File: src/rtl/fmap_window_ctrl_pkg.sv
// Shared layer geometry helpers and sequencer state encoding for the feature-map window path.
package fmap_window_ctrl_pkg;

    // Sequencer states
    localparam logic [1:0] StIdle = 2'd0;
    localparam logic [1:0] StRun  = 2'd1;
    localparam logic [1:0] StLast = 2'd2;
    localparam logic [1:0] StDone = 2'd3;

    // Counter width that stays at least one bit for degenerate sizes
    function automatic int unsigned safe_clog2(input int unsigned n);
        return (n <= 1) ? 1 : $clog2(n);
    endfunction

    // Map extent once the zero border is added on both sides
    function automatic int unsigned padded_dim(input int unsigned n, input int unsigned pad);
        return n + 2 * pad;
    endfunction

    // Number of window positions along one padded axis
    function automatic int unsigned out_dim(input int unsigned np, input int unsigned f,
                                            input int unsigned stride);
        return (np - f) / stride + 1;
    endfunction

endpackage

File: src/rtl/fmap_raster_cnt.sv
// Row-major (row, col) counter with column-wrap and last-element flags.
module fmap_raster_cnt
    import fmap_window_ctrl_pkg::*;
#(
    parameter int unsigned Rows = 4,
    parameter int unsigned Cols = 4,
    parameter int unsigned RowW = safe_clog2(Rows),
    parameter int unsigned ColW = safe_clog2(Cols)
) (
    input  logic            clk,
    input  logic            rst,
    input  logic            clr,
    input  logic            en,
    output logic [RowW-1:0] row,
    output logic [ColW-1:0] col,
    output logic            col_last,
    output logic            last
);

    logic [RowW-1:0] row_q, row_d;
    logic [ColW-1:0] col_q, col_d;

    assign col_last = (col_q == ColW'(Cols - 1));
    assign last     = col_last && (row_q == RowW'(Rows - 1));
    assign row      = row_q;
    assign col      = col_q;

    // Advance one element in raster order, wrapping to (0, 0) after the last one
    always_comb begin
        row_d = row_q;
        col_d = col_q;
        if (clr) begin
            row_d = '0;
            col_d = '0;
        end else if (en) begin
            if (col_last) begin
                col_d = '0;
                row_d = last ? '0 : row_q + 1'b1;
            end else begin
                col_d = col_q + 1'b1;
            end
        end
    end

    // Position registers
    always_ff @(posedge clk) begin
        if (rst) begin
            row_q <= '0;
            col_q <= '0;
        end else begin
            row_q <= row_d;
            col_q <= col_d;
        end
    end

endmodule

File: src/rtl/fmap_window_ctrl.sv
// Raster sequencer: inserts zero padding, drives the shift register and qualifies windows.
module fmap_window_ctrl
    import fmap_window_ctrl_pkg::*;
#(
    parameter int unsigned H        = 32,
    parameter int unsigned W        = 128,
    parameter int unsigned D        = 512,
    parameter int unsigned FH       = 3,
    parameter int unsigned FW       = 3,
    parameter int unsigned PAD      = 1,
    parameter int unsigned STRIDE_H = 1,
    parameter int unsigned STRIDE_W = 1,
    localparam int unsigned HP = padded_dim(H, PAD),
    localparam int unsigned WP = padded_dim(W, PAD),
    localparam int unsigned OH = out_dim(HP, FH, STRIDE_H),
    localparam int unsigned OW = out_dim(WP, FW, STRIDE_W),
    localparam int unsigned RW = safe_clog2(OH),
    localparam int unsigned CW = safe_clog2(OW)
) (
    input  logic          clk,
    input  logic          rst,
    input  logic          start,
    input  logic          in_valid,
    input  logic [D-1:0]  in_data,
    output logic          in_ready,
    output logic          sr_en,
    output logic [D-1:0]  sr_data,
    output logic          win_valid,
    input  logic          win_ready,
    output logic [RW-1:0] win_row,
    output logic [CW-1:0] win_col,
    output logic          busy,
    output logic          done
);

    localparam int unsigned RCW = safe_clog2(HP);
    localparam int unsigned CCW = safe_clog2(WP);
    localparam int unsigned VPW = safe_clog2(STRIDE_H);
    localparam int unsigned HPW = safe_clog2(STRIDE_W);

    logic [1:0]     state_q, state_d;
    logic [RCW-1:0] r;
    logic [CCW-1:0] c;
    logic           c_last, rc_last;
    logic [VPW-1:0] vph_q;
    logic [HPW-1:0] hph_q;
    logic           win_valid_q, win_valid_d;
    logic           frame_clr, stall, in_run, pad_pos, qualify, handoff;
    logic           out_col_last, out_last;
    logic           unused_out_flags;

    assign frame_clr = (state_q == StIdle) && start;
    assign stall     = win_valid_q && !win_ready;
    assign in_run    = (state_q == StRun) && !stall;
    assign handoff   = win_valid_q && win_ready;
    // Compared at 32 bits so PAD+H == HP cannot alias when PAD is zero
    assign pad_pos   = (32'(r) < PAD) || (32'(r) >= PAD + H) ||
                       (32'(c) < PAD) || (32'(c) >= PAD + W);
    assign qualify   = sr_en && (32'(r) >= FH - 1) && (32'(c) >= FW - 1) &&
                       (vph_q == '0) && (hph_q == '0);

    // Shift/accept handshake, combinational so acceptance and shift share an edge
    always_comb begin
        in_ready = in_run && !pad_pos;
        sr_en    = in_run && (pad_pos || in_valid);
        sr_data  = (in_run && !pad_pos && in_valid) ? in_data : '0;
    end

    fmap_raster_cnt #(
        .Rows (HP),
        .Cols (WP),
        .RowW (RCW),
        .ColW (CCW)
    ) u_pad_cnt (
        .clk      (clk),
        .rst      (rst),
        .clr      (frame_clr),
        .en       (sr_en),
        .row      (r),
        .col      (c),
        .col_last (c_last),
        .last     (rc_last)
    );

    // Output index moves on hand-off, so it always names the window currently presented
    fmap_raster_cnt #(
        .Rows (OH),
        .Cols (OW),
        .RowW (RW),
        .ColW (CW)
    ) u_out_cnt (
        .clk      (clk),
        .rst      (rst),
        .clr      (frame_clr),
        .en       (handoff),
        .row      (win_row),
        .col      (win_col),
        .col_last (out_col_last),
        .last     (out_last)
    );

    assign unused_out_flags = out_col_last ^ out_last;

    // Stride phase counters replace a modulo on r and c
    always_ff @(posedge clk) begin
        if (rst || frame_clr) begin
            vph_q <= '0;
            hph_q <= '0;
        end else if (sr_en) begin
            if (c_last) begin
                hph_q <= '0;
                if (rc_last) begin
                    vph_q <= '0;
                end else if (32'(r) >= FH - 1) begin
                    vph_q <= (vph_q == VPW'(STRIDE_H - 1)) ? '0 : vph_q + 1'b1;
                end
            end else if (32'(c) >= FW - 1) begin
                hph_q <= (hph_q == HPW'(STRIDE_W - 1)) ? '0 : hph_q + 1'b1;
            end
        end
    end

    // Frame sequencing
    always_comb begin
        state_d = state_q;
        case (state_q)
            StIdle:  if (start) state_d = StRun;
            StRun:   if (sr_en && rc_last) state_d = StLast;
            StLast:  if (!win_valid_q || win_ready) state_d = StDone;
            StDone:  state_d = StIdle;
            default: state_d = StIdle;
        endcase
    end

    // A new qualifying shift overrides a same-edge hand-off, giving back-to-back windows
    assign win_valid_d = qualify || (win_valid_q && !win_ready);

    // State and window-valid registers
    always_ff @(posedge clk) begin
        if (rst) begin
            state_q     <= StIdle;
            win_valid_q <= 1'b0;
        end else begin
            state_q     <= state_d;
            win_valid_q <= win_valid_d;
        end
    end

    assign win_valid = win_valid_q;
    assign busy      = (state_q == StRun) || (state_q == StLast);
    assign done      = (state_q == StDone);

endmodule

File: config.mk
export PLATFORM = sky130hd
export DESIGN_NAME = fmap_window_ctrl
export DESIGN_NICKNAME = d
export VERILOG_FILES = /design/src/rtl/fmap_window_ctrl_pkg.sv /design/src/rtl/fmap_raster_cnt.sv /design/src/rtl/fmap_window_ctrl.sv
export SDC_FILE = /design/constraint.sdc
export NUM_CORES = 1
export LEC_CHECK = 0
export ABC_AREA = 1
export CAP_MARGIN = 20
export CORE_AREA = 2 2 408 410
export DETAILED_ROUTE_END_ITERATION = 8
export DIE_AREA = 0 0 410 412
export MAX_ROUTING_LAYER = met4
export SLEW_MARGIN = 10
export SYNTH_ARGS = -nofsm -noshare
export SYNTH_HDL_FRONTEND = slang
export SYNTH_SLANG_ARGS = --single-unit
File: constraint.sdc
create_clock -name clk -period 2.8 [get_ports clk]
set_clock_uncertainty 0.15 [all_clocks]
set_input_delay 0.42 -clock clk [delete_from_list [all_inputs] [get_ports clk]]
set_output_delay 0.42 -clock clk [all_outputs]
set_load 0.02 [all_outputs]
==> results.cfg <==
[status]
status = finished, violations left
failed_checks = setup timing

[global_routing]
grt_first_pass_wirelength_um = 168100
globalRouteOverflowTotal = 0
grt_antenna_before_repair = 165
grt_max_degree = 37
first_global_vias = 12660
grt_util_all_layers = 0.1640

[placement]
port_buffers = 1045
routabilityCongestion = 0.9190
dpl-instance-area_um2 = 23860
place_ws_ns = -0.5740
hpwl_um = 133600

[timing]
min_period_ns = 3.080
worst_slack_ns = -0.2803
tightest_slew_ns = 0.4789
finalSetupViolations = 359
finalCritPeriodShare = 1.100
rsz0062_at_grt = true
report.final.slew_viol_count = 0
hold_viol = 0
max_freq_mhz = 324.6
worst_slew_margin_rel = 0.6798

[finish]
regArea_um2 = 584.3
final_nets = 3028
area_growth_pct = 151.5
multi_input_area_um2 = 6703
drive_gt1_frac = 0.4864
fill_cells = 18650
design_area_um2 = 25870

[drt]
detail_route.wl_per_cell_um = 29.70
finalWirelength_um = 142400
drt_first_pass_iters = 4
ant_nets = 0
num_vias = 12930
post_drt_via_cell_ratio = 2.697
drt_iter0_drc = 545
drcViolationCount = 0

[clock_tree]
cts.clk_slew.worst_paths_ns = 0.05
cts.sinks = 29
cts_root_buf = clkbuf_16
clk_path_buf_depth = 2
worstSkewPairLatency_ns = 0.28
cts_htree_levels = 2
cts_tree = done
numCtsBuffers = 5

[synthesis]
synth_nets = 1867
yosysWarnings = 0
ys.flop_type = dfxtp_1
syn_inst = 1334
synth_top_area_frac = 0.5265
synth_area_leader_cell = nor2_4
synth-edff-count = 0
avgSynthCellArea_um2 = 7.713
synth-seq-area-share = 0.05643
ys_seq_elements = 29
syn_area_um2 = 10290
synthArstFlopShare = 0
synth_cell_types = 32
synth_most_common_cell = inv_1
synth_common_cells = 547 x inv_1, 481 x nor2_4, 61 x nor2_1, 54 x nand2_1, 52 x buf_12
ys_top_cells_by_area = nor2_4 53%, inv_1 20%, buf_12 10%, dfxtp_1 5.6%, nor2_1 2.2%

[setup_path]
crit_buf_inv = 7
worst_setup_path_end_kind = output port
cpMostUsedCell = buf_12
critPathRequiredTime_ns = 2.23
cp_top_family = buffers and inverters
cp_slowest_cell = dfxtp_2
cp.arrival_ns = 2.51
cp_max_fo = 7
cpPeakStageDelay_ns = 0.33
criticalPathCategory = reg2out
cp_cell_sequence = inv_2 > buf_4 > ha_2 > nand4_4 > nand2_4 > nor2_4 > and3_4 > nand2_8 > buf_12 > buf_12 > buf_12 > buf_12 > nor2_4 > buf_6
worst_setup_path_start_kind = register

[floorplan]
fp.dieW_um = 410
io_pins = 1046
coreArea_um2 = 164200
dieHeight_um = 412
rows = 149
initial_core_util = 0.06264
dieArea_um2 = 168900

[flow_run]
drv_cap = 0

[power_and_ir_drop]
pwr-share-comb = 0.645
p_sw_uw = 1151
p_int_uw = 1728
p_leak_uw = 0.01122
peakVddDrop_uv = 168.6
power_density_nw_per_um2 = 111.3
pwr-share-seq = 0.156
pwr-share-clk = 0.199
netSwitchingFraction = 0.3997

[hold_path]
min_path_type = reg2reg
[flip-flops by register name, indices dropped and copies added (netlist names)]
| name | count |
|---|---|
| win_valid | 1 |
| state_q | 2 |
| u_out_cnt.row | 5 |
| u_pad_cnt.row | 6 |
| u_out_cnt.col | 7 |
| u_pad_cnt.col | 8 |
[worst register-to-register path, cell delays in order, from the launching register on]
cell and delay, ns:
dfxtp_2 0.34, inv_1 0.05, ha_1 0.19, nand2_1 0.09
nor2_1 0.05, nand2_1 0.05, nand2_1 0.08, buf_4 0.14
nand3_1 0.09, nand2_1 0.09, buf_4 0.19, nor2_2 0.25
nand2_1 0.09, a21oi_1 0.15
[worst paths after layout]
check                                 from                             to  slack (ns)  cells past startpoint
min reg2reg  u_pad_cnt.col[5]$_SDFFE_PP0P_  u_pad_cnt.col[5]$_SDFFE_PP0P_        0.35                      2
min          u_pad_cnt.col[5]$_SDFFE_PP0P_  u_pad_cnt.col[5]$_SDFFE_PP0P_        0.35                      2
max          u_pad_cnt.row[1]$_SDFFE_PP0P_                    sr_data[70]       -0.28                     14
max reg2reg  u_pad_cnt.col[0]$_SDFFE_PP0P_  u_pad_cnt.row[5]$_SDFFE_PP0P_        0.72                     13
[area by class of cell]
cell class,instances,share of cell area
antenna,108,0.01045
clock buffer,7,0.005900
clock inverter,1,0.0001934
inverter,551,0.08004
multi-input combinational,696,0.2591
sequential,29,0.02258
tap,2189,0.1059
timing repair buffer,1212,0.5159
[kinds of logic after synthesis]
kind of cell    after synthesis  share of synthesized area
simple gates                639                     0.5949
buf+inv                     609                     0.3060
compound gates               34                    0.01727
flops                        29                    0.05643
fa+ha+maj                    16                    0.01946
xor+xnor                      7                   0.005959
[routing by layer]
| layer | track usage | up-vias | wire (um) |
|---|---|---|---|
| met3 | 0.07556 | 80 | 15960 |
| met2 | 0.2835 | 666 | 70140 |
| met5 | - | - | 0 |
| li1 | - | 6023 | - |
| met4 | 0.02073 | 0 | 3502 |
| met1 | 0.1750 | 6160 | 52760 |
[repair_timing]
item                       4_1_cts  5_1_grt
cloned                           3       18
setup endpoints to repair      511      512
buffers inserted                12       31
hold buffers                     0        0
pin swaps                       10       26
resized for setup              728      371
[through the flow]
| step | total power, uW | setup TNS [ns] | hold WS (ns) | utilization | cells |
|---|---|---|---|---|---|
| 2_1_floorplan | 1071 | 0 | 0.3208 | - | 1334 |
| 3_3_place_gp | 2318 | -165.85 | 0.3333 | 0.1453 | 4614 |
| 3_5_place_dp | 2310 | -169.85 | 0.3474 | 0.1453 | 4614 |
| 4_1_cts | 2916 | -77.40 | 0.3574 | 0.1477 | 4637 |
| 5_1_grt | 3059 | -93.84 | 0.3832 | 0.1574 | 4786 |
| 6_report | 2879 | -39.39 | 0.3520 | 0.1575 | 4793 |
[power groups by stage]
stage               logic (uW)  clock network [uW]  registers (uW)
floorplan                  605                   0             466
global placement          1860                   0             456
detailed placement        1850                   0             457
CTS                       1870                 594             448
global route              1990                 613             452
finish                    1860                 572             450
[cells in the final DEF, fill, tap and decap left out, types with 2 or more instances in the layout]
master	Yosys	final
a21oi_1	19	19
buf_12	52	124
buf_16	0	11
buf_2	4	67
buf_4	0	188
buf_6	0	216
buf_8	1	21
clkbuf_16	0	18
clkbuf_2	0	3
clkbuf_8	0	2
clkdlybuf4s15_2	0	33
clkdlybuf4s50_1	0	528
dfxtp_1	29	26
dfxtp_2	0	3
diode_2	0	108
dlygate4sd2_1	0	7
ha_1	16	14
inv_1	547	544
inv_2	4	6
nand2_1	54	53
nand2_2	3	3
nand2_4	1	2
nand3_1	15	14
nand4_1	4	4
nor2_1	61	38
nor2_2	3	17
nor2_4	481	490
nor3_1	9	9
nor3b_1	2	2
o21ai_0	11	10
o21ai_1	1	2
xnor2_1	2	2
xor2_1	5	5
(Power assumes the default switching activity.)
==> variant 1: new RTL, config.mk and constraints unchanged <==
`FW`: 3 -> 2.
--- a/src/rtl/fmap_window_ctrl.sv
+++ b/src/rtl/fmap_window_ctrl.sv
@@ -8,3 +8,3 @@
     parameter int unsigned FH       = 3,
-    parameter int unsigned FW       = 3,
+    parameter int unsigned FW       = 2,
     parameter int unsigned PAD      = 1,
Ports: changed (resized win_col); port bits go from 1046 to 1047. The function was not compared with the original's and may differ.
==> variant 1 against the original RTL <==
- the run still ends with negative setup slack left
- worst setup slack gained 0.0044 ns
- largest power group unchanged
- count of clock-buffer cells in the layout shrank 1
- register-to-register slack lost 0.11 ns
- total power grew 6.1%
- largest cell class unchanged
- sequential cell count grew 1
- synthesized area shrank 6.2%
- highest routed layer unchanged
- cell area grew 5.0%
- critical endpoint is now sr_data[280]
- worst hold slack gained 0.0055 ns
- synthesized cell count grew 0.45%
- wire length shrank 11%
==> variant 1: results (changes against the original RTL) <==
[status]
run_status=complete, but fails checks  ; unchanged
failed_checks=negative setup slack  ; unchanged

[grt]
first_global_vias=12400  ; was 12700
grt_util_met3=0.0725  ; was 0.0756
global_route_met2_utilization=0.228  ; was 0.284

[layout]
register_area_um2=611  ; was 584 µm²
multiInputGateArea_um2=6480  ; was 6700 µm²
inverters_excl_clock=553  ; was 551
n_multi_input_combinational_cell=701  ; was 696
layout_clock_area_frac=0.00732  ; was 0.00609
num-nets-final=3029  ; was 3028
nFillCells=18400  ; was 18600
numSequentialCells=30  ; was 29
num_antenna_cells=95  ; was 108
non_clock_buffer_count=1205  ; was 1212

[logic_synthesis]
synthesized_area_fraction_occupied_by_adder_cells=0.0207  ; was 0.0195
synth-seq-area-share=0.0622  ; was 0.0564
syn-instance-count=1340  ; was 1334
mappedNetlistNets=1873  ; was 1867

[sta]
final-setup-viol-count=489  ; was 359
fin_ws_ns=-0.276  ; was -0.280 ns
finalSetupTns_ns=-66.07  ; was -39.39 ns

[critical_path]
critical-path-slowest-cell=sky130_fd_sc_hd__dfxtp_4  ; was sky130_fd_sc_hd__dfxtp_2
timing.critical_path.slowest_cell_delay_ns=0.37  ; was 0.33 ns

[place]
io_buffers=1046  ; was 1045
place_inst=4601  ; was 4614
detailedPlacementHpwl_um=117000  ; was 134000 µm

[pwr]
p_leak_nw=11.6  ; was 11.2 nW
clock_net_power_uw=768  ; was 572 µW
power_sequential_uw=469  ; was 450 µW
power.ir.vdd_worst_mv=0.255  ; was 0.169 mV
proportion_of_total_power_due_to_net_switching=0.366  ; was 0.400

[cts]
resize_count_post_cts=665  ; was 728
cts_setup_buffers=15  ; was 12

[detailed_routing]
wl_met1_um=48300  ; was 52800 µm
first_iter_violations=511  ; was 545

variant 1: cell types whose count changed after synthesis, sizes merged, moves of 2 or more:
| cell | unedited run | this run |
|---|---|---|
| xor2 | 5 | 8 |
| nor2 | 545 | 551 |
| nand2 | 59 | 57 |
| o21ai | 12 | 10 |
variant 1: metrics by stage:
stage | cell area, µm² | hold slack (ns) | total power [mW]
detailed placement | 24800 | 0.349 | 2.21
global route | 27200 | 0.385 | 3.23
global placement | 24800 | 0.348 | 2.21
CTS | 25500 | 0.359 | 3.04
floorplan | 9650 | 0.304 | 1.06
finish | 27200 | 0.358 | 3.06
variant 1: path summary, 6_finish.rpt:
| kind | start | depth (start not counted) | slack, ns | to |
|---|---|---|---|---|
| worst max register to register | u_pad_cnt.col[1] | 14 | 0.61 | u_pad_cnt.col[6] |
| worst max-delay path | u_pad_cnt.row[0] | 15 | -0.28 | sr_data[280] |
| worst min register to register | win_valid | 2 | 0.36 | win_valid |
| worst min-delay path | win_valid | 2 | 0.36 | win_valid |
==> variant 2: new RTL, same flow settings <==
Without the edit above. Reset style: asynchronous (`rst`), changed in 2 clocked blocks.
--- a/src/rtl/fmap_raster_cnt.sv
+++ b/src/rtl/fmap_raster_cnt.sv
@@ -45,3 +45,3 @@
     // Position registers
-    always_ff @(posedge clk) begin
+    always_ff @(posedge clk or posedge rst) begin
         if (rst) begin
--- a/src/rtl/fmap_window_ctrl.sv
+++ b/src/rtl/fmap_window_ctrl.sv
@@ -138,3 +138,3 @@
     // State and window-valid registers
-    always_ff @(posedge clk) begin
+    always_ff @(posedge clk or posedge rst) begin
         if (rst) begin
Check against the original RTL: differs if rst is asserted again (counterexample within 4 cycles, from zero or initial values and one cycle with rst high); with rst held inactive, the same outputs for 10 cycles.
==> variant 2 against the original RTL <==
- the flow still finishes with violations (negative setup slack)
- synthesized area is 1.0% higher
- synthesized cell count down 0.37%
- via count down 1.1%
- worst setup slack worse by 0.13 ns
- wire length is 4.7% lower
- critical path depth is 2 higher
- cell area increased by 4.6%
- sequential cell count unchanged
- die area unchanged
- largest cell class unchanged
Power is left out: it rests on default switching activity, and per cell area and clock period it moved more than threefold.
==> variant 2: results (changes against the original RTL) <==
[logic_synthesis]
async_set_or_reset_register_ratio_after_synthesis=1.00  ; was 0
post_synth_most_frequent_cells=550 x sky130_fd_sc_hd__inv_1, 480 x sky130_fd_sc_hd__nor2_4, 62 x sky130_fd_sc_hd__nand2_1  ; was 547 x sky130_fd_sc_hd__inv_1, 481 x sky130_fd_sc_hd__nor2_4, 61 x sky130_fd_sc_hd__nor2_1
synth-seq-area-share=0.0698  ; was 0.0564
synthFlopType=sky130_fd_sc_hd__dfrtp_1  ; was sky130_fd_sc_hd__dfxtp_1
mappedNetlistNets=1862  ; was 1867
synthesis.area_um2=10400  ; was 10300 µm²

[sta]
final-setup-viol-count=512  ; was 359
fin_ws_ns=-0.409  ; was -0.280 ns
relSlewSlack=0.602  ; was 0.680

[grt]
grt_antenna_before_repair=214  ; was 165
grt_first_pass_wirelength_um=162000  ; was 168000 µm
grtUsageMet1=0.145  ; was 0.175
grt_util_met3=0.108  ; was 0.0756
grt_util_all_layers=0.157  ; was 0.164
grt_max_degree=46  ; was 37

[layout]
layout-drive-gt1-share=0.450  ; was 0.486
n_multi_input_combinational_cell=688  ; was 696
flow.area_growth_from_synthesis_pct=160  ; was 151%
inverters_excl_clock=555  ; was 551
num_antenna_cells=161  ; was 108
num-nets-final=2994  ; was 3028
seq_area_frac=0.0268  ; was 0.0226
signal_buf_overhead=0.530  ; was 0.516
layout_clock_area_frac=0.00583  ; was 0.00609

[place]
detailedPlacementHpwl_um=128000  ; was 134000 µm
place_inst=4585  ; was 4614
final_estimated_routing_congestion_in_global_placement=0.955  ; was 0.919

[detailed_routing]
drt_first_pass_iters=5  ; was 4
wl_met1_um=44200  ; was 52800 µm
via_per_inst=2.66  ; was 2.70
first_iter_violations=553  ; was 545
detailroute.wirelength.met2_um=69100  ; was 70100 µm
post_drt_wl_per_cell_um=28.2  ; was 29.7 µm
met3WireLength_um=21000  ; was 16000 µm

[status]
failed_checks=negative setup slack  ; unchanged
run_status=complete, but fails checks  ; unchanged

[critical_path]
timing.critical_path.slowest_cell_delay_ns=0.39  ; was 0.33 ns
reg2reg_slack_ns=0.67  ; was 0.72 ns
reg2reg_depth=10  ; was 13

[worst_hold_path]
hp-class=in -> async  ; was reg -> reg

[cts]
resize_count_post_cts=477  ; was 728

[variant 2: worst paths after layout]
kind / from / to
worst min register to register: u_out_cnt.row[4] / u_out_cnt.row[4]
worst max-delay path: u_pad_cnt.row[1] / sr_data[473]
worst min-delay path: rst / u_out_cnt.col[6]
max in group asynchronous: rst / u_pad_cnt.row[1]
worst max register to register: state_q[0] / u_pad_cnt.row[3]
min in group clk: u_out_cnt.row[4] / u_out_cnt.row[4]
[variant 2: metrics by stage]
step / hold slack [ns] / utilization
after global placement: 0.349 / 0.155
after CTS: 0.385 / 0.159
after global routing: 0.421 / 0.165
final: 0.379 / 0.165
after detailed placement: 0.372 / 0.155
after floorplan: 0.331 / -
[variant 2: cell families (layout without fill, tap and decap cells)]
group,after synthesis,in the layout,share of synthesized area
and+or+nand+nor,637,637,0.586
other,0,161,0
adders and majority gates,16,16,0.0193
muxes,1,1,0.000963
buffers and inverters,612,1745,0.304
AOI/OAI and AO/OA,26,26,0.0135
xor gates and xnor gates,8,8,0.00674
DFF,29,29,0.0698
